===== src/rtl/ris_adder_arbiter.sv =====
// Round-robin arbiter that shares one WIDTH-bit add/subtract datapath among NREQ requesters.
// One operation in flight at a time: grant in IDLE, compute in EXEC, hold result in RESP.
module ris_adder_arbiter #(
   parameter int unsigned WIDTH = 8,
   parameter int unsigned NREQ  = 4,
   parameter int unsigned IDW   = 2
) (
   input  logic                  clk,
   input  logic                  rst_n,
   input  logic [NREQ-1:0]       req_valid,
   input  logic [NREQ-1:0]       req_op,
   input  logic [NREQ*WIDTH-1:0] req_a,
   input  logic [NREQ*WIDTH-1:0] req_b,
   output logic [NREQ-1:0]       req_ready,
   output logic                  res_valid,
   output logic [WIDTH-1:0]      res_data,
   output logic                  res_carry,
   output logic [IDW-1:0]        res_id,
   input  logic                  res_ready,
   output logic                  busy
);

   localparam int unsigned SW = WIDTH + 1;

   typedef enum logic [1:0] {
      IDLE = 2'd0,
      EXEC = 2'd1,
      RESP = 2'd2
   } state_t;

   state_t           state;
   state_t           state_next;
   logic [IDW-1:0]   rr_ptr;
   logic [IDW-1:0]   grant_id;
   logic [IDW-1:0]   scan_idx;
   logic             grant_any;
   logic [WIDTH-1:0] a_q;
   logic [WIDTH-1:0] b_q;
   logic             op_q;
   logic [IDW-1:0]   id_q;
   logic [SW-1:0]    sum;

   // Winner search starting at rr_ptr; IDW-bit index arithmetic wraps modulo NREQ
   always_comb begin
      grant_any = 1'b0;
      grant_id  = '0;
      scan_idx  = '0;
      for (int unsigned k = 0; k < NREQ; k++) begin
         scan_idx = rr_ptr + IDW'(k);
         if (!grant_any && req_valid[scan_idx]) begin
            grant_any = 1'b1;
            grant_id  = scan_idx;
         end
      end
   end

   // Accept strobe is combinational in IDLE and forced low while reset is asserted
   always_comb begin
      req_ready = '0;
      if (rst_n && (state == IDLE) && grant_any) begin
         req_ready[grant_id] = 1'b1;
      end
   end

   always_comb begin
      state_next = state;
      case (state)
         IDLE:    if (grant_any) state_next = EXEC;
         EXEC:    state_next = RESP;
         RESP:    if (res_ready) state_next = IDLE;
         default: state_next = IDLE;
      endcase
   end

   // Subtract is a + ~b + 1, so the top bit is NOT-borrow
   always_comb begin
      if (op_q) begin
         sum = {1'b0, a_q} + {1'b0, ~b_q} + SW'(1);
      end else begin
         sum = {1'b0, a_q} + {1'b0, b_q};
      end
   end

   always_ff @(posedge clk or negedge rst_n) begin
      if (!rst_n) begin
         state <= IDLE;
      end else begin
         state <= state_next;
      end
   end

   always_ff @(posedge clk or negedge rst_n) begin
      if (!rst_n) begin
         rr_ptr    <= '0;
         a_q       <= '0;
         b_q       <= '0;
         op_q      <= 1'b0;
         id_q      <= '0;
         res_valid <= 1'b0;
         res_data  <= '0;
         res_carry <= 1'b0;
         res_id    <= '0;
         busy      <= 1'b0;
      end else begin
         busy <= (state_next != IDLE);
         case (state)
            IDLE: begin
               if (grant_any) begin
                  a_q    <= req_a[grant_id*WIDTH +: WIDTH];
                  b_q    <= req_b[grant_id*WIDTH +: WIDTH];
                  op_q   <= req_op[grant_id];
                  id_q   <= grant_id;
                  rr_ptr <= grant_id + IDW'(1);
               end
            end
            EXEC: begin
               res_data  <= sum[WIDTH-1:0];
               res_carry <= sum[WIDTH];
               res_id    <= id_q;
               res_valid <= 1'b1;
            end
            RESP: begin
               if (res_ready) res_valid <= 1'b0;
            end
            default: ;
         endcase
      end
   end

endmodule


===== config.mk =====
export PLATFORM = sky130hd
export DESIGN_NAME = ris_adder_arbiter
export DESIGN_NICKNAME = d
export VERILOG_FILES = /design/src/rtl/ris_adder_arbiter.sv
export SDC_FILE = /design/constraint.sdc
export NUM_CORES = 1
export LEC_CHECK = 0
export BUFFER_PORTS_ARGS = -buffer_cell sky130_fd_sc_hd__buf_2
export CAP_MARGIN = 20
export CORE_MARGIN = 2
export CORE_UTILIZATION = 46
export DETAILED_ROUTE_END_ITERATION = 10
export MAX_ROUTING_LAYER = met4
export PLACE_DENSITY = 0.77
export SYNTH_ARGS = -nofsm -noshare
export SYNTH_HDL_FRONTEND = slang
export SYNTH_SLANG_ARGS = --single-unit

===== constraint.sdc =====
create_clock -name clk -period 2.2 [get_ports clk]
set_input_delay 0.22 -clock clk [delete_from_list [all_inputs] [get_ports clk]]
set_output_delay 0.22 -clock clk [all_outputs]
set_load 0.01 [all_outputs]

==> impl_metrics.toml, run 1 <==
[status]
status = "completed"

[global_route]
grt_use_met2_pct = 36.18
antenna_found_initial = 0
grt_max_degree = 23
grt_overflow = 0
grt.busiest_layer = "met2"
grt_pass1_wl_mm = 11.58
grt_pass1_vias = 2438
grt_use_met1_pct = 30.99
met3_usage_pct = 2.527
grt.total_usage_pct = 22.69

[critical_path]
cp-start-kind = "flop"
path_max_fanout = 2
endpoint = "res_data[7]$_DFFE_PN0P_"
cp-end-kind = "flop"
reg2regPathDepth = 6
regToRegEndpoint = "res_data[7]$_DFFE_PN0P_"
arrival_ns = 2.37
r2r_start = "a_q[1]$_DFFE_PN0P_"
crit_path_start = "a_q[1]$_DFFE_PN0P_"
reg2reg_slack_ns = 0.02
crit_required_ns = 2.39
crit_type = "flop to flop"

[route]
dr.first_iter.drc_count = 134
drc = 0
ant_nets = 0
wl_per_cell_um = 14.97
first_pass_iters = 4
dr_total_vias = 2672
drt_wl_total_mm = 7.216
routed_via_density = 5.544

[yosys]
ys_types = 50
syn_area_um2 = 2785
synth_top_cell_area_share_pct = 32.35
synth_top_cells_by_area = "dfrtp_1, ha_1, mux2_4, a221o_1, a21oi_1"
synthCells = 304
synth_nets = 401
synth_flop_cell = "dfrtp_1"
ys_seq_elements = 36
synth_area_leader_cell = "dfrtp_1"
yosys_warnings = 0
synth_edf_count = 0
async_reset_ff_share_pct = 100.0
synth.avg_cell_area_um2 = 9.162
yosysSeqAreaShare_pct = 32.35

[power]
power_density_nw_per_um2 = 1463
p_clk_share_pct = 12.3
switching_share_pct = 43.01
peakVddDrop_v = 0.0005762
p_sw_w = 0.002256
seqPwrFrac_pct = 24.0
intPower_w = 0.002989
combPwrFrac_pct = 63.7
p_leak_nw = 1.836

[floorplan]
die_x_um = 81.81
dieHeight_um = 81.81
coreArea_um2 = 5886
initial_core_util_pct = 47.32
fp-row-count = 28
die-area_um2 = 6693
pin_count = 92

[sta]
hold_ws_ns = 0.2126
relSlewSlack_pct = 68.72
rsz0062_at_grt = "true"
fmax_mhz = 457.9
finalCritPeriodShare_pct = 99.26
finalHoldViolations = 0
drv_slew = 0
period_needed_ns = 2.184
fin_skew_ns = 0.006724
setup_viol = 0
worstMarginPinSlew_ns = 0.4682

[placement]
io_buffers = 91
place.gp.congestion = 0.8679
dp_cells = 469
dp_hpwl_mm = 5.607

[cells_and_area]
nets = 503
num_antenna_cells = 0
finalNonFillerCells = 482
drive_gt1_share_pct = 36.12
n_fill_cell = 524
seq_area_um2 = 902.1
multi_input_area_um2 = 1745
layout_common_cells = "buf_2, dfrtp_1, a21oi_1, o21ai_0"
final_common_cell = "buf_2"
area_growth_pct = 28.75

[clocking]
clock_tree.root_cell = "clkbuf_8"
clock-sinks = 36
clkTransAtPathRegs_ns = 0.08
tritoncts = "yes"
clkLatencyLatePin_ns = 0.29
htreeDepth = 2
cts_buffer_depth = 2
cts_buffers = 5

[flow_run]
cap_violations = 0

[min_path]
hp-class = "input port to flop"
critical path: stages, from the launching register on:
cell      delay, ns
dfrtp_1        0.39
ha_1           0.31
nand2b_4       0.15
a2111o_1       0.38
and3_1         0.17
or4_1          0.46
a31o_1         0.22
through the flow:
stage	setup slack (ns)	util [%]	power, W	TNS (ns)	cell area, um^2
finish	0.01635	60.93	0.005245	0	3586
CTS	0.002821	59.97	0.005115	0	3530
floorplan	0.009199	-	0.003522	0	2785
detailed placement	0.01709	57.59	0.004445	0	3390
global placement	0.04578	57.59	0.004369	0	3390
global route	-0.04183	60.93	0.005715	-0.1306	3586
cells by family (layout without fill, tap and decap cells):
logic type / after synthesis / after routing / share of synthesized area [%]
xor+xnor: 1 / 1 / 0.3145
simple gates: 94 / 94 / 18.78
mux: 19 / 19 / 9.748
flops: 36 / 36 / 32.34
compound gates: 94 / 94 / 22.51
fa+ha+maj: 22 / 22 / 10.42
buf+inv: 38 / 141 / 5.884
layout make-up:
class	count	area share [%]
Clock buffer	7	2.687
Tap cell	75	2.617
Multi-Input combinational cell	230	48.67
Sequential cell	36	25.16
Clock inverter	1	0.8374
Inverter	19	1.989
Timing Repair Buffer	114	18.04
synth_stat cells, drive strengths merged (2+ instances only):
library cell	instances
a2111oi	2
a211oi	2
a21o	3
a21oi	26
a221o	17
a31o	2
and2	3
and3	6
and4b	2
buf	8
clkbuf	11
dfrtp	36
fa	2
ha	20
inv	19
mux2	17
mux2i	2
nand2	22
nand2b	5
nand3	23
nand3b	3
nand4	2
nor2	10
nor2b	6
nor4	3
o211ai	2
o21a	2
o21ai	27
o21bai	2
o31ai	3
or3	3
or4	3
worst min-delay path by stage:
stage	startpoint	endpoint	cells after the start
floorplan	rst_n	a_q[0]$_DFFE_PN0P_	0
global placement	rst_n	a_q[0]$_DFFE_PN0P_	1
detailed placement	rst_n	state[0]$_DFF_PN0_	1
CTS	res_ready	state[1]$_DFF_PN0_	4
global route	res_ready	state[1]$_DFF_PN0_	4
finish	res_ready	state[1]$_DFF_PN0_	4
registers in the layout (all words and copies together) (netlist names):
| signal | count |
|---|---|
| res_id | 2 |
| id_q | 2 |
| res_valid | 1 |
| res_data | 8 |
| b_q | 8 |
| a_q | 8 |
| rr_ptr | 2 |
| state | 2 |
| op_q | 1 |
| busy | 1 |
| res_carry | 1 |
routing by layer:
layer / part of all wire [%] / vias to the layer above / routed length (um)
met2: 48 / 86 / 3473
li1: - / 1325 / -
met3: 3.9 / 8 / 283
met5: 0 / - / 0
met1: 47 / 1253 / 3383
met4: 1.1 / 0 / 76
power groups by stage:
stage,Clock [W],Combinational [W],Sequential (W)
after floorplan,0,0.00226,0.00126
after global placement,0,0.00313,0.00124
after detailed placement,0,0.00318,0.00126
after CTS,0.000650,0.00321,0.00125
after global routing,0.000683,0.00372,0.00131
final,0.000645,0.00334,0.00126
timing repair:
| action | 4_1_cts | 5_1_grt |
|---|---|---|
| hold buffers | 1 | 0 |
| setup buffers | 0 | 4 |
| endpoints found under the setup margin | 1 | 5 |
| resized for setup | 1 | 7 |
| hold endpoints to repair | 17 | 0 |
(Power assumes the default switching activity.)
==> run 2, diff against run 1 <==
Settings changed: SETUP_SLACK_MARGIN set to 0.4.
==> run 2 against run 1 <==
Net effect: the flow now finishes with violations (negative setup slack); non-clock buffer count is 32 higher; combinational power is 44% higher; flip-flop and latch count stayed put; critical path type unchanged; largest power group unchanged; highest routed layer unchanged.
==> impl_metrics.toml, run 2 (synthesis gave the netlist of run 1 again) <==
[placement]
post_dp_cell_area_um2 = 3416
io_buffers = 91
dp_hpwl_mm = 5.411
place.gp.congestion = 0.9022

[cells_and_area]
drive_gt1_share_pct = 50.23
postLayoutCoreUtil_pct = 71.00
final_area_um2 = 4179
final_common_cell = "buf_2"
seq_area_um2 = 903.4
area_growth_pct = 50.05
n_fill_cell = 407
layout_common_cells = "buf_2, dfrtp_1, buf_4"
num_antenna_cells = 0
multi_input_area_um2 = 1988
nets = 535
top_regs = "a_q (8), b_q (8), res_data (8)"

[global_route]
grt_pass1_wl_mm = 13.60
grt.total_usage_pct = 27.39
antenna_found_initial = 0
grt_max_degree = 23
grt_overflow = 0
grt_pass1_vias = 2748

[clocking]
tritoncts = "yes"
clkLatencyLatePin_ns = 0.30
htreeDepth = 2
clkTransAtPathRegs_ns = 0.07
cts_buffer_depth = 2
clock-sinks = 36
clock_tree.root_cell = "clkbuf_8"
cts_buffers = 5

[critical_path]
cp_slowest_cell = "or4_4"
reg2regPathDepth = 7
cp-start-kind = "flop"
crit_family = "simple AND/OR/NAND/NOR gates"
r2r_start = "b_q[1]$_DFFE_PN0P_"
crit_type = "flop to flop"
crit_required_ns = 2.39
critPathBufInv = 1
arrival_ns = 2.42
worst-path-stages = 7
crit_path_start = "b_q[1]$_DFFE_PN0P_"
endpoint = "res_data[7]$_DFFE_PN0P_"
reg2reg_slack_ns = -0.03
path_max_fanout = 2
path_cells = "inv_2 > ha_4 > nand2b_4 > a2111o_1 > and3_4 > or4_4 > a31o_1"
regToRegEndpoint = "res_data[7]$_DFFE_PN0P_"
crit_path_max_incr_delay_ns = 0.47
cp-end-kind = "flop"

[route]
wl_per_cell_um = 19.21
dr_total_vias = 3136
first_pass_iters = 6
dr.first_iter.drc_count = 316
routed_via_density = 6.113
drc = 0
drt_wl_total_mm = 9.856
ant_nets = 0

[power]
power_density_nw_per_um2 = 1574
seqPwrFrac_pct = 19.9
p_clk_share_pct = 7.1
p_leak_nw = 2.021
switching_share_pct = 44.66
combPwrFrac_pct = 73.0
intPower_w = 0.003641
peakVddDrop_v = 0.0007078
p_sw_w = 0.002939

[sta]
rsz0062_at_grt = "true"
fmax_mhz = 449.1
fin_skew_ns = 0.005327
finalCritPeriodShare_pct = 101.2
drv_slew = 0
final.setup.worst_slack_ns = -0.02670
relSlewSlack_pct = 66.16
hold_ws_ns = 0.2030
period_needed_ns = 2.227
setup_tns_ns = -0.02670
setup_viol = 1
finalHoldViolations = 0
worstMarginPinSlew_ns = 0.5077

[floorplan]
pin_count = 92
dieHeight_um = 81.81
die-area_um2 = 6693
initial_core_util_pct = 47.32
die_x_um = 81.81
coreArea_um2 = 5886
fp-row-count = 28

[status]
violations = "negative setup slack"
status = "complete, but fails checks"

[min_path]
hp-class = "input port to flop"
min-delay-start = "res_ready"

[flow_run]
cap_violations = 0
## run 2: cell types whose count changed in the layout (fill, tap and decap cells not counted), sizes merged
cell / previous run / this run
bufinv: 1 / 0
buf: 113 / 145
clkbuf: 7 / 5
clkinvlp: 0 / 1
clkinv: 0 / 1
## run 2: final cells by class
class / instances / area share (%)
Clock buffer: 5 / 1.647
Clock inverter: 2 / 0.2994
Inverter: 19 / 1.886
Sequential cell: 36 / 21.62
Tap cell: 75 / 2.246
Timing Repair Buffer: 146 / 24.73
Multi-Input combinational cell: 230 / 47.57
## run 2: metal layers
layer	GRT usage [%]	wire (um)	vias to the layer above
met3	2.857	811	59
met1	33.52	3841	1452
met2	44.31	4656	235
met4	15.17	546	0
met5	-	0	-
li1	-	-	1390
## run 2: tightest hold or removal path, cell delays in order
cell	delay [ns]
buf_2	0.09
nor2_1	0.03
nand2_1	0.07
nand2_1	0.05
## run 2: worst min path at each step
stage,slack [ns],to,depth (start not counted)
global route,0.24,state[1]$_DFF_PN0_,4
finish,0.20,state[1]$_DFF_PN0_,4
detailed placement,0.20,state[0]$_DFF_PN0_,1
global placement,0.18,state[0]$_DFF_PN0_,1
CTS,0.20,state[1]$_DFF_PN0_,4
floorplan,-0.08,a_q[0]$_DFFE_PN0P_,0
## run 2: power by group through the flow
stage | logic, W | registers (W) | clock network, W
after floorplan | 0.00240 | 0.00126 | 0
after global placement | 0.00316 | 0.00124 | 0
after detailed placement | 0.00323 | 0.00126 | 0
after CTS | 0.00390 | 0.00125 | 0.000463
after global routing | 0.00507 | 0.00134 | 0.000491
final | 0.00481 | 0.00131 | 0.000465
## run 2: what timing repair did
action                                  CTS  global route
pin swaps                                19            19
gates cloned                              1             1
hold endpoints to repair                 17             0
hold buffers                              1             0
setup buffers                            28             9
gates resized for setup                  35            44
endpoints found under the setup margin   25            28
## run 2: stage by stage
| stage | power [W] | cells | setup WS (ns) |
|---|---|---|---|
| global route | 0.006907 | 513 | -0.07609 |
| global placement | 0.004403 | 466 | 0.08555 |
| finish | 0.006579 | 513 | -0.02670 |
| detailed placement | 0.004495 | 466 | 0.01361 |
| floorplan | 0.003661 | 304 | 0.03671 |
| CTS | 0.005618 | 503 | 0.02698 |
